`config.mk`:
```
export PLATFORM = sky130hd
export DESIGN_NAME = hamming_frame_decoder
export DESIGN_NICKNAME = d
export VERILOG_FILES = /design/src/rtl/hamming_frame_decoder.sv
export SDC_FILE = /design/constraint.sdc
export NUM_CORES = 1
export LEC_CHECK = 0
export ABC_AREA = 1
export ABC_CLOCK_PERIOD_IN_PS = 9670
export BUFFER_PORTS_ARGS = -buffer_cell sky130_fd_sc_hd__clkbuf_2
export CORE_ASPECT_RATIO = 1.4
export CORE_MARGIN = 2
export CORE_UTILIZATION = 23
export CTS_CLUSTER_DIAMETER = 30
export DETAILED_ROUTE_END_ITERATION = 12
export PLACE_DENSITY = 0.34
export SETUP_SLACK_MARGIN = 0.15
export SYNTH_ARGS = -nofsm -noshare
export SYNTH_HDL_FRONTEND = slang
export SYNTH_SLANG_ARGS = --single-unit
```
`constraint.sdc`:
```
create_clock -name clk_in -period 9.67 [get_ports clk_in]
set_clock_uncertainty 0.1 [all_clocks]
set_input_delay 0.4835 -clock clk_in [delete_from_list [all_inputs] [get_ports clk_in]]
set_output_delay 0.4835 -clock clk_in [all_outputs]
set_load 0.02 [all_outputs]
```
`src/rtl/hamming_frame_decoder.sv`:
```
// Serial frame decoder: hunts for a sync header, then decodes eight Hamming(7,4)
// codewords per frame into a 32-bit payload, with flywheel lock tracking.
module hamming_frame_decoder #(
    parameter logic [7:0] HEADER     = 8'b01111110,
    parameter int         MISS_LIMIT = 2
) (
    input  logic        clk_in,
    input  logic        rst,
    input  logic        data_in,
    input  logic        data_valid,
    output logic [31:0] data_out,
    output logic        data_out_valid,
    output logic [7:0]  corr_mask,
    output logic        locked,
    output logic [8:0]  frame_count,
    output logic        sync_loss
);

    typedef enum logic [1:0] {
        ST_HUNT    = 2'd0,
        ST_PAYLOAD = 2'd1,
        ST_HEADER  = 2'd2
    } state_t;

    state_t      state_q, state_d;
    logic [7:0]  window_q, window_d;
    logic [5:0]  bit_cnt_q, bit_cnt_d;
    logic [55:0] payload_q, payload_d;
    logic [2:0]  miss_q, miss_d;
    logic [31:0] data_out_q, data_out_d;
    logic [7:0]  corr_mask_q, corr_mask_d;
    logic        data_out_valid_q, data_out_valid_d;
    logic        locked_q, locked_d;
    logic [8:0]  frame_count_q, frame_count_d;
    logic        sync_loss_q, sync_loss_d;

    logic [7:0]  win_next_s;
    logic [55:0] payload_full_s;
    logic [31:0] nibbles_s;
    logic [7:0]  corr_s;
    logic [2:0]  miss_inc_s;

    // Returns {corrected, nibble}; a nonzero syndrome names the position to flip.
    function automatic logic [4:0] decode_cw(input logic [6:0] cw);
        logic [2:0] syn;
        logic [6:0] fixed;
        syn = 3'd0;
        for (int k = 0; k < 7; k++) begin
            if (cw[k]) begin
                syn = syn ^ 3'(k + 1);
            end else begin
                syn = syn;
            end
        end
        if (syn != 3'd0) begin
            fixed = cw ^ (7'd1 << (syn - 3'd1));
        end else begin
            fixed = cw;
        end
        return {(syn != 3'd0), fixed[6], fixed[5], fixed[4], fixed[2]};
    endfunction

    function automatic logic [3:0] popcount8(input logic [7:0] v);
        logic [3:0] n;
        n = 4'd0;
        for (int k = 0; k < 8; k++) begin
            n = n + {3'd0, v[k]};
        end
        return n;
    endfunction

    // Payload decode: the codeword in bits [7i+6:7i] carries nibble i.
    always_comb begin
        payload_full_s = {payload_q[54:0], data_in};
        nibbles_s      = 32'd0;
        corr_s         = 8'd0;
        for (int i = 0; i < 8; i++) begin
            {corr_s[i], nibbles_s[4*i +: 4]} = decode_cw(payload_full_s[7*i +: 7]);
        end
    end

    // Next-state and output logic; idle cycles leave everything untouched.
    always_comb begin
        state_d          = state_q;
        window_d         = window_q;
        bit_cnt_d        = bit_cnt_q;
        payload_d        = payload_q;
        miss_d           = miss_q;
        data_out_d       = data_out_q;
        corr_mask_d      = corr_mask_q;
        frame_count_d    = frame_count_q;
        data_out_valid_d = 1'b0;
        sync_loss_d      = 1'b0;
        win_next_s       = {window_q[6:0], data_in};
        miss_inc_s       = miss_q + 3'd1;
        if (data_valid) begin
            case (state_q)
                ST_HUNT: begin
                    window_d = win_next_s;
                    if (win_next_s == HEADER) begin
                        state_d   = ST_PAYLOAD;
                        bit_cnt_d = 6'd0;
                    end else begin
                        state_d   = ST_HUNT;
                    end
                end
                ST_PAYLOAD: begin
                    payload_d = payload_full_s;
                    if (bit_cnt_q == 6'd55) begin
                        state_d          = ST_HEADER;
                        bit_cnt_d        = 6'd0;
                        data_out_d       = nibbles_s;
                        corr_mask_d      = corr_s;
                        data_out_valid_d = 1'b1;
                        frame_count_d    = frame_count_q + 9'd1;
                    end else begin
                        bit_cnt_d = bit_cnt_q + 6'd1;
                    end
                end
                ST_HEADER: begin
                    window_d = win_next_s;
                    if (bit_cnt_q == 6'd7) begin
                        bit_cnt_d = 6'd0;
                        if (popcount8(win_next_s ^ HEADER) <= 4'd1) begin
                            miss_d  = 3'd0;
                            state_d = ST_PAYLOAD;
                        end else if (miss_inc_s == 3'(MISS_LIMIT)) begin
                            miss_d      = 3'd0;
                            state_d     = ST_HUNT;
                            window_d    = 8'd0;
                            sync_loss_d = 1'b1;
                        end else begin
                            miss_d  = miss_inc_s;
                            state_d = ST_PAYLOAD;
                        end
                    end else begin
                        bit_cnt_d = bit_cnt_q + 6'd1;
                    end
                end
                default: begin
                    state_d   = ST_HUNT;
                    window_d  = 8'd0;
                    bit_cnt_d = 6'd0;
                    miss_d    = 3'd0;
                end
            endcase
        end else begin
            state_d = state_q;
        end
        locked_d = (state_d != ST_HUNT);
    end

    // State and output registers with synchronous reset.
    always_ff @(posedge clk_in) begin
        if (rst) begin
            state_q          <= ST_HUNT;
            window_q         <= 8'd0;
            bit_cnt_q        <= 6'd0;
            payload_q        <= 56'd0;
            miss_q           <= 3'd0;
            data_out_q       <= 32'd0;
            corr_mask_q      <= 8'd0;
            data_out_valid_q <= 1'b0;
            locked_q         <= 1'b0;
            frame_count_q    <= 9'd0;
            sync_loss_q      <= 1'b0;
        end else begin
            state_q          <= state_d;
            window_q         <= window_d;
            bit_cnt_q        <= bit_cnt_d;
            payload_q        <= payload_d;
            miss_q           <= miss_d;
            data_out_q       <= data_out_d;
            corr_mask_q      <= corr_mask_d;
            data_out_valid_q <= data_out_valid_d;
            locked_q         <= locked_d;
            frame_count_q    <= frame_count_d;
            sync_loss_q      <= sync_loss_d;
        end
    end

    assign data_out       = data_out_q;
    assign corr_mask      = corr_mask_q;
    assign data_out_valid = data_out_valid_q;
    assign locked         = locked_q;
    assign frame_count    = frame_count_q;
    assign sync_loss      = sync_loss_q;

endmodule
```
---- After elaboration in Yosys (flattened, before gate mapping) ----
Cells that the tools add are included.
storage, ports and cells
  output and inout bits ................... 52
  bits in registers ....................... 125
cells by class
  order comparisons ....................... 1
  reductions and logical operators ........ 18
  eq/ne operators ......................... 8
  bitwise logic cells ..................... 62
  multiplexer cells ....................... 85
  add/subtract/negate cells ............... 18
  shift operators ......................... 8
operators with widths
  cell                                              count
  2-to-1 mux 3 bit                                  35
  2-to-1 mux 7 bit                                  11
  << shifter 1 x 3 -> 7 bit, first input constant   8
  XOR 7 bit                                         8
  inverter 2 bit                                    24
  2-to-1 mux 2 bit                                  19
  inverter 3 bit                                    8
  nonzero test 3 bit                                8
  subtractor 3 x 1 -> 3 bit, second input constant  8
  case mux 7 bit (3 select lines)                   1
  2-to-1 mux 6 bit                                  3
  case mux 6 bit (3 select lines)                   1
  adder 4 x 1 -> 4 bit                              4
  inverter 1 bit, first input constant              16
  2-to-1 mux 1 bit                                  13
  adder 9 x 1 -> 9 bit, second input constant       1
  == test 8 x 7 -> 1 bit, second input constant     1
  adder 6 x 1 -> 6 bit, second input constant       1
  == test 6 x 3 -> 1 bit, second input constant     1
  == test 6 bit, second input constant              1
  inverter 6 bit                                    1
  case mux 2 bit (3 select lines)                   1
  case mux 3 bit (2 select lines)                   1
  AND reduction 2 bit                               3
  16 further kinds                                  22

---- Longest topological paths before layout ----
Gate-level depths: netlist of run 1.
  depth in word-level cells ............... 15
  mapped depth ............................ 17

---- Worst setup path after synthesis of run 1 ----
No wires, ideal clock.
  path type ............................... input to register
  start ................................... in data_in
  end ..................................... reg window_q[0]
  cell stages on the path ................. 14
  setup time .............................. 0.070 ns
  arrival time ............................ 3.312 ns
  required time ........................... 9.500 ns
  path slack .............................. 6.189 ns
  cell sequence ........................... inv_1 fa_1 inv_1 fa_1 fa_1 ha_1 fa_1 a21oi_1 nand2_1 nand2_1 nand2_1 nand3_1 nand2_1 a21oi_1
on the way
  word-level cells in the longest chain between the ends .. 11
  elaborated cells on any way between the ends .. 12
  classes of those cells .................. 7 x add/sub; 1 x order compare; 4 x mux
ends and longest elaborated chain
  item                                     RTL line  source
  start: declaration                       9         input logic data_in,
  adder 1 x 1 -> 2 bit                     67        n = n + {3'd0, v[k]};
  adder 2 x 1 -> 3 bit                     67
  adder 3 x 1 -> 4 bit                     67
  adder 4 x 1 -> 4 bit (4 in a row)        67
  less-or-equal comparator 4 x 1 -> 1 bit  124       if (popcount8(win_next_s ^ HEADER) <= 4'd1) begin
  2-to-1 mux 7 bit                         124
  2-to-1 mux 7 bit                         122       if (bit_cnt_q == 6'd7) begin
  case mux 7 bit (3 select lines) *        97        case (state_q)
  end signal: assignment                   169       window_q <= window_d;
  end: declaration                         26        logic [7:0] window_q, window_d;
Every way passes the cells marked *; elsewhere a longest branch is shown, timed or not.
A chain may end at the register's enable or synchronous reset.

---- Final worst setup path of run 1 ----
  start ................................... reg window_q[6]
  end ..................................... reg window_q[5]
on the way
  word-level cells in the longest chain between the ends .. 5
ends and longest elaborated chain
  item                                     RTL line
  adder 4 x 1 -> 4 bit                     67
  less-or-equal comparator 4 x 1 -> 1 bit  124
  2-to-1 mux 7 bit                         124
  2-to-1 mux 7 bit                         122
  case mux 7 bit (3 select lines)          97
No other way between the ends.

==> flow_summary.toml, run 1 <==
[run_status]
outcome = "finished clean"

[setup_path]
crit_path_start_kind = "flop"
worst-path-max-fanout = 7
setup.worst_path.start = "window_q[6]"
worst_ep_arrival_time_ps = 3740
reg2regPathDepth = 14
reg2reg_slack_ps = 6110
worst_r2r_endpoint = "window_q[5]"
startpoint_of_the_most_critical_register_to_register_path = "window_q[6]"
end_kind = "flop"
crit_type = "reg -> reg"
worst_ep_required_time_ps = 9850

[timing]
fin_hold_viols = 0
relSlewSlack_pct = 29.2
fmaxAchievable_mhz = 281
max_slew.worst_pin.slew_ps = 1060
final.min_clock_period_ps = 3560
setup_viol = 0
timing_max_transition_violations_final = 0
period_share_pct = 36.8
grt_setup_unrepaired = "no"
final.setup.tns_ps = 0

[logic_synthesis]
synthDominantAreaCellType = "dfxtp_1"
ys_seq_area_share_pct = 36.5
synth_cell_types = 37
async_flop_share_pct = 0
yosys.cell_count.top_type = "nand2_1"
synth.area.top_cells = "dfxtp_1 (36%), nand2_1 (11%), o21ai_0 (7.1%)"
synthCells = 960
yosysWarnings = 0
edff_count_synth = 0
syn_nets = 987
share_of_yosys_cell_area_claimed_by_the_top_area_cell_type_pct = 36.5
number_of_synthesized_register_bits = 125
synthesis.area_per_instance_um2 = 7.15
post_synth_most_frequent_cells = "nand2_1 (202), dfxtp_1 (125), inv_1 (110), o21ai_0 (97), a21oi_1 (79)"
synth_ff_type = "dfxtp_1"
mappedNetlistArea_um2 = 6860

[global_route]
use_met2_pct = 19.6
busiest_layer = "met2"
largest_net_degree_at_the_start_of_global_routing = 102
grt_remaining_overflow = 0
grt_use_total_pct = 11.3
grt_antenna_before_repair = 0
global_route.usage.met3_pct = 2.43
number_of_global_route_vias_before_repair = 5779
grt_first_pass_wirelength_um = 28500
grt.met1_usage_pct = 13.6

[clocking]
clock_tree.buffer_depth = 2
cts_htree_levels = 4
clock_latency_ps = 430
cts_made_buffers = 17
cell_at_the_root_of_the_clock_tree = "clkbuf_16"
clock_sink_count = 125
worst_setup_hold_path_clk_slew_ps = 60
post-cts-setup-buffers = 0
postCtsHoldBufs = 0
post_cts.resized_instances = 0
cts_tree = "built"

[place]
postPlaceCellArea_um2 = 7350
detailedPlacementHpwl_um = 11400
gp_congestion = 0.718
dpl.cell_count = 1347
port-buffer-count = 55

[min_path]
classification_of_the_worst_slack_hold_path = "in -> reg"
holdPathEnd = "sync_loss"
startpoint_of_the_most_critical_hold_path = "data_valid"
timing.hold.worst_path_depth = 3

[floorplan]
floorplan.initialDensity_pct = 23.5
placementRows = 74
fp.coreArea_um2 = 29300
die_h_um = 208
die_x_um = 150
fp.dieArea_um2 = 31200
pin_count = 56

[power_and_ir_drop]
p_leak_nw = 3.36
peakVddDrop_mv = 0.121
power-per-cell-area_nw_per_um2 = 155

[detailed_routing]
remaining_drc_errors = 0
vias = 5877
detail-route-antenna-nets = 0
finalWirelength_um = 16900
vias_per_cell = 4.26
detail_route.wl_per_cell_um = 12.3
detail_route.iter0.violations = 165
first_pass_iters = 4

[layout]
antenna_cells_inserted = 0
finish.instance_area_um2 = 7970
layoutNonFillerInstCount = 1379
layout-drive-gt1-share_pct = 10.9
area_growth_syn_to_layout_pct = 16.1
num-fill-cells = 3344
finish.net_count = 1013

[job]
max_cap_violations = 0
metal layers:
metal,share of wire (%),up-vias
met5,0,-
li1,-,3110
met4,1.3,0
met3,2.3,11
met2,50,58
met1,46,2698
final cells by class:
| class | instances | area (µm²) | share of cell area [%] |
|---|---|---|---|
| multi-input combinational | 670 | 3640 | 45.7 |
| sequential | 125 | 2500 | 31.4 |
| inverter | 115 | 438 | 5.50 |
| clock buffer | 19 | 453 | 5.68 |
| timing repair buffer | 57 | 290 | 3.64 |
| clock inverter | 13 | 165 | 2.07 |
| tap | 380 | 475 | 5.97 |
cells in the final DEF, fill, tap and decap left out, types with 2 or more instances in the layout:
cell type / n
inv_2: 3
nor2_1: 74
nand2_1: 201
clkinv_2: 2
nand3_1: 64
xor2_1: 30
inv_1: 109
buf_4: 2
dfxtp_1: 125
o21ai_0: 97
a21oi_1: 79
clkbuf_2: 55
clkinvlp_4: 7
nor3_1: 2
inv_6: 2
xnor2_1: 42
clkbuf_8: 2
bufinv_16: 3
o21a_1: 22
nand4_1: 11
ha_1: 19
clkbuf_16: 17
nor2_2: 5
nand2_2: 3
or2_2: 2
fa_1: 4
o21bai_1: 4
power by group:
group	leakage (nW)	switching, mW	total [mW]	internal, mW
logic	2.07	0.0267	0.0416	0.0149
registers	1.01	0.00181	0.519	0.517
clock network	0.280	0.255	0.675	0.419
total	3.36	0.284	1.24	0.951
per-stage QoR:
step	hold slack, ps	utilization (%)	worst slack (ps)	power (mW)
global route	262	27.2	5860	1.29
global placement	362	25.1	5760	0.572
floorplan	348	-	6190	0.562
CTS	214	27.2	6050	1.27
finish	242	27.2	6110	1.24
detailed placement	365	25.1	5710	0.573
state kept, by name, summed over array words and instances (netlist names):
signal          flops
data_out_valid      1
data_out           32
frame_count         9
window_q            7
miss_q              3
state_q             2
corr_mask           8
locked              1
sync_loss           1
bit_cnt_q           6
payload_q          55
kinds of logic after synthesis:
family	after synthesis	synth area share [%]
buffers and inverters	165	10.4
and+or+nand+nor	366	22.3
xor gates and xnor gates	75	10.1
AOI/OAI and AO/OA	206	16.1
adders and majority gates	23	4.63
DFF	125	36.5
how the worst max path moves through the flow:
stage	endpoint	slack, ps	depth (start not counted)
after floorplan	window_q[0]	6190	14
after global placement	window_q[3]	5760	15
after detailed placement	window_q[5]	5710	15
after CTS	window_q[5]	6050	14
after global routing	window_q[0]	5860	14
final	window_q[5]	6110	14
worst max-delay path, cell delays in order (launching register included):
cell     delay [ps]
dfxtp_1         340
inv_1            60
fa_1            500
inv_1            50
fa_1            530
fa_1            420
ha_1            220
fa_1            490
a21oi_1          40
nand2_1          80
nand2_1          90
nand2_1          70
nand3_1         220
nand2_1         140
a21oi_1          60
(Power assumes the default switching activity.)
==> run 2, diff against run 1 <==
--- a/config.mk
+++ b/config.mk
@@ -6,7 +6,7 @@
 export NUM_CORES = 1
 export LEC_CHECK = 0
 export ABC_AREA = 1
-export ABC_CLOCK_PERIOD_IN_PS = 9670
+export ABC_CLOCK_PERIOD_IN_PS = 3400
 export BUFFER_PORTS_ARGS = -buffer_cell sky130_fd_sc_hd__clkbuf_2
 export CORE_ASPECT_RATIO = 1.4
 export CORE_MARGIN = 2
==> constraint.sdc (replaced) <==
create_clock -name clk_in -period 3.4 [get_ports clk_in]
set_clock_uncertainty 0.1 [all_clocks]
set_input_delay 0.17 -clock clk_in [delete_from_list [all_inputs] [get_ports clk_in]]
set_output_delay 0.17 -clock clk_in [all_outputs]
set_load 0.02 [all_outputs]
==> run 2 against run 1 <==
Non-clock buffer count grew 8. Wire length increased by 0.61%. Cell area rose by 0.66%. Fmax up 7.1%. Worst setup slack worse by 6000 ps. Sequential cell count is the same. Final cell count increased by 0.44%. Largest cell class unchanged. Largest power group unchanged. Highest routed layer unchanged.
==> flow_summary.toml, run 2 (same netlist as run 1, synthesis figures left out) <==
[run_status]
outcome = "finished clean"

[place]
detailedPlacementHpwl_um = 11400
postPlaceCellArea_um2 = 7410
gp_congestion = 0.711
port-buffer-count = 55

[setup_path]
startpoint_of_the_most_critical_register_to_register_path = "window_q[6]"
worst_r2r_endpoint = "miss_q[0]"
reg2regPathDepth = 12
worst_ep_required_time_ps = 3650
cpPeakStageDelay_ps = 500
cp_cell_sequence = "inv_2 -> fa_1 -> inv_1 -> fa_1 -> fa_1 -> ha_2 -> fa_1 -> a21oi_1 -> nand2_1 -> nand2_2 -> or3_1 -> a21oi_1"
critical_path_cell_count = 12
setup.worst_path.start = "window_q[6]"
worst-path-max-fanout = 3
critical_path.n_buffers_inverters = 2
end_kind = "flop"
crit_path_start_kind = "flop"
timing.critical_path.mode_cell = "fa_1"
crit_type = "reg -> reg"
timing.critical_path.slowest_stage_cell = "fa_1"
worst_ep_arrival_time_ps = 3570
reg2reg_slack_ps = 70
cp_top_family = "adder cells"

[timing]
fmaxAchievable_mhz = 301
max_slew.worst_pin.slew_ps = 688
timing_max_transition_violations_final = 0
fin_hold_viols = 0
period_share_pct = 97.8
setup_viol = 0
relSlewSlack_pct = 54.2
final.setup.tns_ps = 0
final.min_clock_period_ps = 3330
grt_setup_unrepaired = "yes"

[layout]
largest_register_ff_count = 55
area_growth_syn_to_layout_pct = 16.9
mostFrequentLayoutCell = "nand2_1"
finish.instance_area_um2 = 8020
antenna_cells_inserted = 0
layout-drive-gt1-share_pct = 12.4
num-fill-cells = 3303
finish.net_count = 1021
most-common-layout-cells = "nand2_1 (194), dfxtp_1 (124), inv_1 (108)"
regMostFlops = "payload_q"

[global_route]
grt_use_total_pct = 11.5
grt_remaining_overflow = 0
largest_net_degree_at_the_start_of_global_routing = 88
grt_first_pass_wirelength_um = 29100
grt_antenna_before_repair = 0
number_of_global_route_vias_before_repair = 5842

[detailed_routing]
detail_route.wl_per_cell_um = 12.3
vias_per_cell = 4.23
vias = 5857
finalWirelength_um = 17000
first_pass_iters = 4
detail_route.iter0.violations = 174
remaining_drc_errors = 0
detail-route-antenna-nets = 0

[power_and_ir_drop]
p_leak_nw = 3.40
share_seq_of_total_power_pct = 44.4
share_comb_of_total_power_pct = 4.0
power-per-cell-area_nw_per_um2 = 414
switching_share_of_power_pct = 22.6
p_sw_mw = 0.751
cell_internal_pwr_mw = 2.57
peakVddDrop_mv = 0.313
power_share_of_the_clock_group_pct = 51.5

[clocking]
worst_setup_hold_path_clk_slew_ps = 50
cts_tree = "built"
clock_sink_count = 125
cts_made_buffers = 17
clock_latency_ps = 420
cts_htree_levels = 4
clock_tree.buffer_depth = 2
cell_at_the_root_of_the_clock_tree = "clkbuf_16"

[floorplan]
fp.coreArea_um2 = 29300
pin_count = 56
placementRows = 74
floorplan.initialDensity_pct = 23.5
die_x_um = 150
fp.dieArea_um2 = 31200
die_h_um = 208

[min_path]
holdPathEnd = "window_q[0]"
timing.hold.worst_path_depth = 4
classification_of_the_worst_slack_hold_path = "in -> reg"
startpoint_of_the_most_critical_hold_path = "data_in"

[job]
max_cap_violations = 0
[run 2: cell types whose count changed in the layout (fill, tap and decap cells not counted), moves of 3 or more]
cell / change
nand2_2: +7
buf_4: +5
clkinv_2: +3
nand2_1: -7
a21oi_2: +3
clkbuf_1: +3
clkinvlp_4: -5
a21oi_1: -3
[run 2: cell type report]
cell class / instances / area [µm²] / area share, %
timing repair buffer: 65 / 368 / 4.59
sequential: 125 / 2500 / 31.2
clock inverter: 7 / 65.1 / 0.811
tap: 380 / 475 / 5.93
clock buffer: 23 / 478 / 5.96
multi-input combinational: 670 / 3690 / 46.0
inverter: 115 / 438 / 5.46
[run 2: power by group through the flow]
stage               clock network, mW  logic [mW]  registers, mW
finish                           1.71       0.134           1.48
global route                     1.85       0.157           1.48
CTS                              1.79       0.137           1.47
detailed placement                  0       0.130           1.51
global placement                    0       0.129           1.51
floorplan                           0      0.0928           1.51
[run 2: worst min-delay path: stages]
cell and delay, ps:
clkbuf_2 90, buf_4 150, nand2_2 60, a21oi_2 40
[run 2: worst max-delay path by stage]
stage | end | slack, ps
final | miss_q[0] | 70
after global routing | locked | -80
after CTS | miss_q[0] | 50
after detailed placement | window_q[5] | -40
after global placement | window_q[1] | -30
after floorplan | miss_q[0] | 150
[run 2: through the flow]
stage / util (%) / hold WS (ps) / cells / total power [mW] / setup WS, ps
after floorplan: - / 139 / 960 / 1.60 / 152
after global placement: 25.3 / 360 / 1352 / 1.64 / -27.2
after detailed placement: 25.3 / 362 / 1352 / 1.64 / -38.9
after CTS: 27.3 / 22.4 / 1385 / 3.40 / 54.3
after global routing: 27.4 / 33.2 / 1385 / 3.48 / -79.7
final: 27.4 / 43.8 / 1385 / 3.32 / 74.2
[run 2: timing repair]
action / 4_1_cts / 5_1_grt
hold endpoints to repair: 5 / 0
resized for setup: 7 / 8
buffers inserted: 1 / 0
pin swaps: 8 / 2
endpoints found under the setup margin: 12 / 12
hold buffers: 2 / 0
[run 2: routing by layer]
metal  vias up  part of all wire [%]  track usage [%]
met2        49                    49             20.1
li1       3132                     -                -
met4         0                   1.4             3.90
met5         -                     0                0
met3        15                   2.0             2.39
met1      2661                    47             13.9
